[config.mk]
export PLATFORM = sky130hd
export DESIGN_NAME = instr_fetch_unit
export DESIGN_NICKNAME = d
export VERILOG_FILES = /design/src/rtl/instr_fetch_unit.sv
export SDC_FILE = /design/constraint.sdc
export NUM_CORES = 1
export LEC_CHECK = 0
export CORE_ASPECT_RATIO = 1.1
export CORE_UTILIZATION = 55
export CTS_BUF_LIST = sky130_fd_sc_hd__clkbuf_4 sky130_fd_sc_hd__clkbuf_8
export DETAILED_ROUTE_END_ITERATION = 12
export GPL_ROUTABILITY_DRIVEN = 0
export GPL_TIMING_DRIVEN = 0
export PLACE_DENSITY = 0.75
export SLEW_MARGIN = 30
export SYNTH_ARGS = -nofsm -noshare
export SYNTH_HDL_FRONTEND = slang
export SYNTH_SLANG_ARGS = --single-unit
[constraint.sdc]
create_clock -name clk -period 3.6 [get_ports clk]
set_input_delay 0.9 -clock clk [delete_from_list [all_inputs] [get_ports clk]]
set_output_delay 0.9 -clock clk [all_outputs]
set_load 0.05 [all_outputs]
[src/rtl/instr_fetch_unit.sv]
// Fetch stage: issues in-order instruction memory requests, buffers returned words
// with their PCs, and hands one instruction per cycle to decode. Redirect flushes and restarts.
module instr_fetch_unit #(
  parameter int          DEPTH    = 4,
  parameter logic [31:0] RESET_PC = 32'h0000_0000
) (
  input  logic        clk,
  input  logic        reset,
  output logic        imem_req,
  output logic [31:0] imem_addr,
  input  logic        imem_gnt,
  input  logic        imem_rvalid,
  input  logic [31:0] imem_rdata,
  input  logic        redirect,
  input  logic [31:0] redirect_pc,
  input  logic        stallD,
  output logic        validD,
  output logic [31:0] instrD,
  output logic [31:0] pcD
);

  localparam int PtrW = $clog2(DEPTH);
  localparam int CntW = $clog2(DEPTH + 1);
  localparam logic [CntW:0] DepthC = (CntW + 1)'(DEPTH);

  // Handshakes: a request transfers on a cycle with imem_req & imem_gnt; imem_req never
  // waits on imem_gnt. Decode consumes the head on a cycle with validD & ~stallD.

  logic [31:0]     pc;
  logic [31:0]     respPc;
  logic [31:0]     instrQ [DEPTH];
  logic [31:0]     pcQ    [DEPTH];
  logic [PtrW-1:0] rdPtr;
  logic [PtrW-1:0] wrPtr;
  logic [CntW-1:0] count;
  logic [CntW-1:0] inflight;
  logic [CntW-1:0] discard;
  logic [CntW-1:0] inflightNext;
  logic [CntW:0]   credits;
  logic            grant;
  logic            rspValid;
  logic            rspDrop;
  logic            push;
  logic            pop;

  always_comb begin
    // A request is only issued when both its queue slot and its response are accounted for.
    credits      = {1'b0, count} + {1'b0, inflight};
    imem_req     = credits < DepthC;
    imem_addr    = pc;
    grant        = imem_req & imem_gnt;
    rspValid     = imem_rvalid & (inflight != '0);
    rspDrop      = rspValid & (discard != '0);
    push         = rspValid & (discard == '0) & ~redirect;
    validD       = count != '0;
    pop          = validD & ~stallD & ~redirect;
    inflightNext = inflight + CntW'(grant) - CntW'(rspValid);
    instrD       = validD ? instrQ[rdPtr] : '0;
    pcD          = validD ? pcQ[rdPtr] : '0;
  end

  always_ff @(posedge clk or negedge reset) begin
    if (!reset) begin
      pc       <= RESET_PC;
      respPc   <= RESET_PC;
      rdPtr    <= '0;
      wrPtr    <= '0;
      count    <= '0;
      inflight <= '0;
      discard  <= '0;
    end else if (redirect) begin
      // Every request still outstanding after this cycle belongs to the old path.
      pc       <= redirect_pc;
      respPc   <= redirect_pc;
      rdPtr    <= '0;
      wrPtr    <= '0;
      count    <= '0;
      inflight <= inflightNext;
      discard  <= inflightNext;
    end else begin
      if (grant) pc <= pc + 32'd4;
      inflight <= inflightNext;
      if (rspDrop) discard <= discard - 1'b1;
      if (push) begin
        respPc <= respPc + 32'd4;
        wrPtr  <= wrPtr + 1'b1;
      end
      if (pop) rdPtr <= rdPtr + 1'b1;
      count <= count + CntW'(push) - CntW'(pop);
    end
  end

  always_ff @(posedge clk) begin
    if (push) begin
      instrQ[wrPtr] <= imem_rdata;
      pcQ[wrPtr]    <= respPc;
    end
  end

endmodule

==> results of run 1 <==
sequential cells by signal, summed over array words and instances, names as in the netlist:
| register | count |
|---|---|
| count | 3 |
| discard | 3 |
| imem_addr | 32 |
| inflight | 3 |
| instrQ | 128 |
| pcQ | 128 |
| rdPtr | 2 |
| respPc | 32 |
| wrPtr | 2 |
layer usage:
| metal | up-vias | wire length, um |
|---|---|---|
| li1 | 3687 | - |
| met1 | 4033 | 12000 |
| met2 | 325 | 14000 |
| met3 | 48 | 2240 |
| met4 | 2 | 642 |
| met5 | - | 13 |
cell usage after synthesis, types with 21 or more instances:
| cell | count | share of area (%) |
|---|---|---|
| a21oi_1 | 22 | 0.79 |
| and2_1 | 71 | 3.2 |
| clkbuf_1 | 22 | 0.59 |
| dfrtp_1 | 77 | 14 |
| edfxtp_1 | 256 | 55 |
| inv_1 | 22 | 0.59 |
| mux2_2 | 29 | 2.3 |
| mux4_2 | 64 | 10 |
| nand2_1 | 30 | 0.80 |
| nand3_1 | 21 | 0.75 |
| nand4_1 | 30 | 1.3 |
| nor2_1 | 33 | 0.88 |
| xnor2_1 | 44 | 2.8 |
metrics by stage:
| stage | setup slack, ps | instances | power, W | area (um^2) | TNS, ps |
|---|---|---|---|---|---|
| 6_report | 140 | 1422 | 0.0118 | 17100 | 0 |
| 5_1_grt | 1.24 | 1422 | 0.0123 | 17100 | 0 |
| 2_1_floorplan | 143 | 848 | 0.00770 | 14000 | 0 |
| 4_1_cts | 16.7 | 1422 | 0.0119 | 17100 | 0 |
| 3_5_place_dp | -221 | 1329 | 0.00910 | 16200 | -1520 |
| 3_3_place_gp | -1800 | 1324 | 0.00906 | 16100 | -552290 |
final cells by class:
cell class / instances / area [um^2] / share of cell area [%]
clock buffer: 73 / 886 / 5.17
timing repair buffer: 171 / 1710 / 9.96
buffer: 38 / 185 / 1.08
sequential: 333 / 9610 / 56.1
multi-input combinational: 454 / 4170 / 24.3
clock inverter: 20 / 95.1 / 0.555
inverter: 23 / 86.3 / 0.504
tap: 310 / 388 / 2.26
power by group:
group	leakage [nW]	internal, W	total, W	switching, W
sequential	3.20	0.00441	0.00464	0.000231
combinational	2.46	0.00151	0.00416	0.00264
clock	0.536	0.00159	0.00297	0.00139
logic make-up after synthesis:
| kind of cell | Yosys count | synth area share [%] |
|---|---|---|
| AO/OA/AOI/OAI | 44 | 1.78 |
| multiplexers | 98 | 13.0 |
| flip-flops | 333 | 68.7 |
| buffers and inverters | 61 | 1.70 |
| XOR/XNOR | 61 | 3.81 |
| AND/OR/NAND/NOR | 235 | 9.54 |
| adder cells (fa/ha/maj) | 16 | 1.54 |
worst min-delay path by stage:
| stage | end | startpoint | depth (start not counted) | slack [ps] |
|---|---|---|---|---|
| 2_1_floorplan | pcQ[0][0] | respPc[0] | 0 | 480 |
| 3_3_place_gp | pcQ[0][1] | respPc[1] | 0 | 510 |
| 3_5_place_dp | imem_addr[1] | imem_addr[1] | 2 | 520 |
| 4_1_cts | respPc[13] | reset | 1 | 130 |
| 5_1_grt | respPc[23] | reset | 1 | 130 |
| 6_report | respPc[13] | reset | 1 | 160 |
worst reg2reg max path, delay by kind of cell (launching register included):
family,cells,cell delay (ps)
buffers and inverters,3,330
adder cells (fa/ha/maj),4,1140
AO/OA/AOI/OAI,1,90
flip-flops,1,420
AND/OR/NAND/NOR,3,960
XOR/XNOR,1,210
repair_timing:
item                                   CTS  global route
cloned                                   0             0
endpoints found under the hold margin    0             0
gates resized for setup                 82             7
setup endpoints to repair               64             8
==> metrics.txt, run 1 <==
run status=finished clean; Final Util=a little over two thirds; vias in the first global route=approximately 8400; clock buffer depth=3; gr usage total=a little under a quarter; CTS sink cnt=333; antenna viol nets, final=0; worst-path fanout max=10; Cell Area, Synth=~0.014 mm^2; commonest non-fill, non-tap cell in the layout=edfxtp_1; Post-synth EDFFs=roughly 260; Mapped Nets=between 900 and 1000; Die Y=169 um; Fin Clk Skew=23.1 ps; GR met1 Demand/Resource=between 30 and 40%; cts hold-fix bufs=0; root buffer cell=clkbuf_8; DR pass1 iterations=5; R2R cell count=12; Crit path required time=approximately 2700 ps; Final Hold Fails=0; Initial Util=a little under three fifths; Via density=approximately 5.7; clock slew at reported path FFs=60 ps; largest net degree at the start of global routing=66; register area share after synthesis=about two thirds; Setup crit end=pcD[30]; P&R area growth vs syn=22.3%; Reg-to-Reg Start=count[2]; CP peak stage delay=roughly 520 ps; initial drt markers=around 570; top_reg_cell synth=edfxtp_1; cell count after synthesis=approximately 850; CTS tree=yes; Max Cap Viol=0; Post-CTS Setup Repair Bufs=0; RR Endpoint=discard[2]; first-pass GRT wire length=46100 um; critical path depth in cells=5; CTS buffer count=50; die width=154 um; Clock Latency Late Sink=560 ps; fmax=between 200 and 300 MHz; most used cell, CP=buf_4; worst reg2reg setup slack=370 ps; # fillers=1669; port bufs=166; Max Transition Viols Final=0; CP startpoint kind=flop; depth of the CTS H-tree=2; Worst Path Arrival=around 2600 ps; period utilization=about 96%; GR Layer Usage met3=around 4.6%; Yosys cell types=40; Cell Chain, Critical Path=buf_4, buf_4, mux4_2, and2_1, dlygate4sd2_1; DRC=0; Worst Hold Class=input port to asynchronous set/reset pin; I/O pin count=~170; Hold Slack=between 150 and 200 ps; Setup crit end kind=output port; worst slew pin tran=roughly 1100 ps; # setup viols final=0; Slew headroom=a little over a quarter; Peak VDD IR=~0.4 mV; minimum clock period=3460 ps; static leakage=6.20 nW; RSZ-0062 raised after global routing=false; Core Region=around 0.025 mm^2; drt total wl=28900 um; syn avg cell area=approximately 17 um^2; initial antenna violation count=1; Async SR Flop Fraction=between 20% and 30%; FF+latch count, synth=about 330; Yosys warning total=0; Vias=about 8100; M2 GR Usage=between 30% and 40%; pwr dens=approximately 690 mW/mm^2; Bufs and invs on worst path=3; diodes inserted=0; layout cells sized above 1=between 10% and 20%; Layout Nets=1157; Critical Path Slowest Stage Cell=mux4_2; gr ovfl total=0; Setup CP Type=flop to output port; Top Usage Layer GRT=met2; num rows=60; critical path's top delay family=buffers and inverters; HPWL after detailed placement=~20000 um; WL/cell=just over 20 um; Setup crit start=rdPtr[0]; DIE AREA=between 0.02 and 0.03 mm^2; most frequent cells in the layout=edfxtp_1 (256), clkdlybuf4s50_1 (105), dfrtp_1 (77)
No activity file was read; power rests on OpenSTA's default activity.
==> run 2, diff against run 1 <==
SETUP_SLACK_MARGIN = 0.02   (was default)
==> run 2 against run 1 <==
Compared with the run above:
- die area unchanged
- via count increased by 0.31%
- clock skew shrank 0.87 ps
- critical path depth fell by 1
- highest routed layer unchanged
==> metrics.txt, run 2 (synthesis results as in run 1) <==
Clock Latency Late Sink=550 ps (was 560 ps); depth of the CTS H-tree=2 (unchanged); I/O pin count=168 (unchanged); Die Y=169 um (unchanged); CTS tree=yes (unchanged); initial drt markers=584 (was 569); vias in the first global route=8392 (unchanged); commonest non-fill, non-tap cell in the layout=edfxtp_1 (unchanged); DRC=0 (unchanged); worst slew pin tran=1110 ps (was 1090 ps); clock buffer depth=3 (unchanged); antenna viol nets, final=0 (unchanged); Max Cap Viol=0 (unchanged); CTS buffer count=50 (unchanged); non-filler cells, final=1422 (unchanged); Layout Nets=1157 (unchanged); most frequent cells in the layout=edfxtp_1 (256), clkdlybuf4s50_1 (105), dfrtp_1 (77) (unchanged); WL/cell=20.3 um (about the same); Final Util=69.3% (about the same); initial antenna violation count=1 (unchanged); worst-path fanout max=10 (unchanged); Hold Slack=157 ps (was 159 ps); DR pass1 iterations=6 (was 5); port bufs=166 (unchanged); first-pass GRT wire length=46100 um (unchanged); HPWL after detailed placement=19600 um (unchanged); minimum clock period=3460 ps (about the same); root buffer cell=clkbuf_8 (unchanged); pwr dens=688 mW/mm^2 (was 687 mW/mm^2); DIE AREA=0.0261 mm^2 (unchanged); static leakage=6.17 nW (was 6.20 nW); CTS sink cnt=333 (unchanged); clock slew at reported path FFs=60 ps (about the same); sequential power share=39.4% (about the same); Vias=8120 (was 8095); Initial Util=56.7% (unchanged); largest net degree at the start of global routing=66 (unchanged); Fin Clk Skew=22.3 ps (was 23.1 ps); Peak VDD IR=0.394 mV (was 0.393 mV); Core Region=0.0247 mm^2 (unchanged); Setup crit end kind=output port (unchanged); Final Hold Fails=0 (unchanged); placed cell count=1329 (unchanged); RR Endpoint=discard[2] (unchanged); power share of the clock group=25.3% (about the same); drt total wl=28900 um (about the same); Max Transition Viols Final=0 (unchanged); diodes inserted=0 (unchanged); fmax=289 MHz (about the same); biggest regs=instrQ (128), pcQ (128) (unchanged); Crit path required time=2700 ps (about the same); period utilization=96.2% (was 96.1%); Post-CTS Resized=83 (was 82); worst reg2reg setup slack=360 ps (was 370 ps); gr usage total=23.4% (unchanged); Slew headroom=25.6% (was 26.5%); Reg-to-Reg Start=count[2] (unchanged); Switching Power=0.00427 W (was 0.00426 W); Int Power=0.00750 W (was 0.00751 W); Comb power frac=35.3% (about the same); Via density=5.71 (was 5.69); # setup viols final=0 (unchanged); R2R cell count=12 (unchanged); RSZ-0062 raised after global routing=true (was false); gr ovfl total=0 (unchanged); Setup CP Type=flop to output port (unchanged); Worst Hold Class=input port to asynchronous set/reset pin (unchanged); Worst Path Arrival=2560 ps (about the same); cts hold-fix bufs=0 (unchanged); layout cells sized above 1=19.8% (was 19.4%); switch share=36.3% (was 36.2%); run status=finished clean (unchanged); P&R area growth vs syn=22.2% (was 22.3%); num rows=60 (unchanged); CP startpoint kind=flop (unchanged); Post-CTS Setup Repair Bufs=0 (unchanged); die width=154 um (unchanged)
run 2: per-layer routing:
layer | vias up | GRT usage [%] | wire [um]
met5 | - | 0 | 13
met4 | 2 | 7.22 | 652
met1 | 4040 | 32.1 | 12000
li1 | 3685 | - | -
met2 | 343 | 38.1 | 13900
met3 | 50 | 4.60 | 2250
run 2: how the worst max path moves through the flow:
stage / start / to / slack, ps / cells past startpoint
2_1_floorplan: imem_rvalid / instrQ[0][0] / 140 / 5
3_3_place_gp: imem_rvalid / pcQ[0][15] / -1800 / 6
3_5_place_dp: imem_gnt / discard[2] / -220 / 12
4_1_cts: rdPtr[0] / instrD[24] / 40 / 5
5_1_grt: rdPtr[0] / instrD[1] / 20 / 4
6_report: rdPtr[0] / instrD[0] / 140 / 4
run 2: through the flow:
step	total power, W	area (um^2)	TNS, ps	setup slack [ps]
3_5_place_dp	0.00910	16200	-1520	-221
4_1_cts	0.0119	17100	0	44.2
6_report	0.0118	17100	0	139
3_3_place_gp	0.00906	16100	-552290	-1800
5_1_grt	0.0123	17100	0	17.9
2_1_floorplan	0.00770	14000	0	143
run 2: worst max-delay path, cell delays in order (launching register included):
cell             delay [ps]
dfrtp_1                 370
buf_4                   250
mux4_2                  510
and2_1                  170
clkdlybuf4s50_1         720
run 2: power groups by stage:
stage | logic [W] | registers (W) | clock network (W)
floorplan | 0.00289 | 0.00482 | 0
detailed placement | 0.00440 | 0.00471 | 0
global route | 0.00445 | 0.00467 | 0.00321
CTS | 0.00420 | 0.00464 | 0.00304
global placement | 0.00435 | 0.00471 | 0
finish | 0.00416 | 0.00464 | 0.00297
run 2: layout make-up:
class	instances	area, um^2
Sequential cell	333	9610
Timing Repair Buffer	171	1690
Clock buffer	73	886
Tap cell	310	388
Multi-Input combinational cell	454	4170
Clock inverter	20	95.1
Fill cell	1667	7580
Buffer	38	189
Inverter	23	86.3
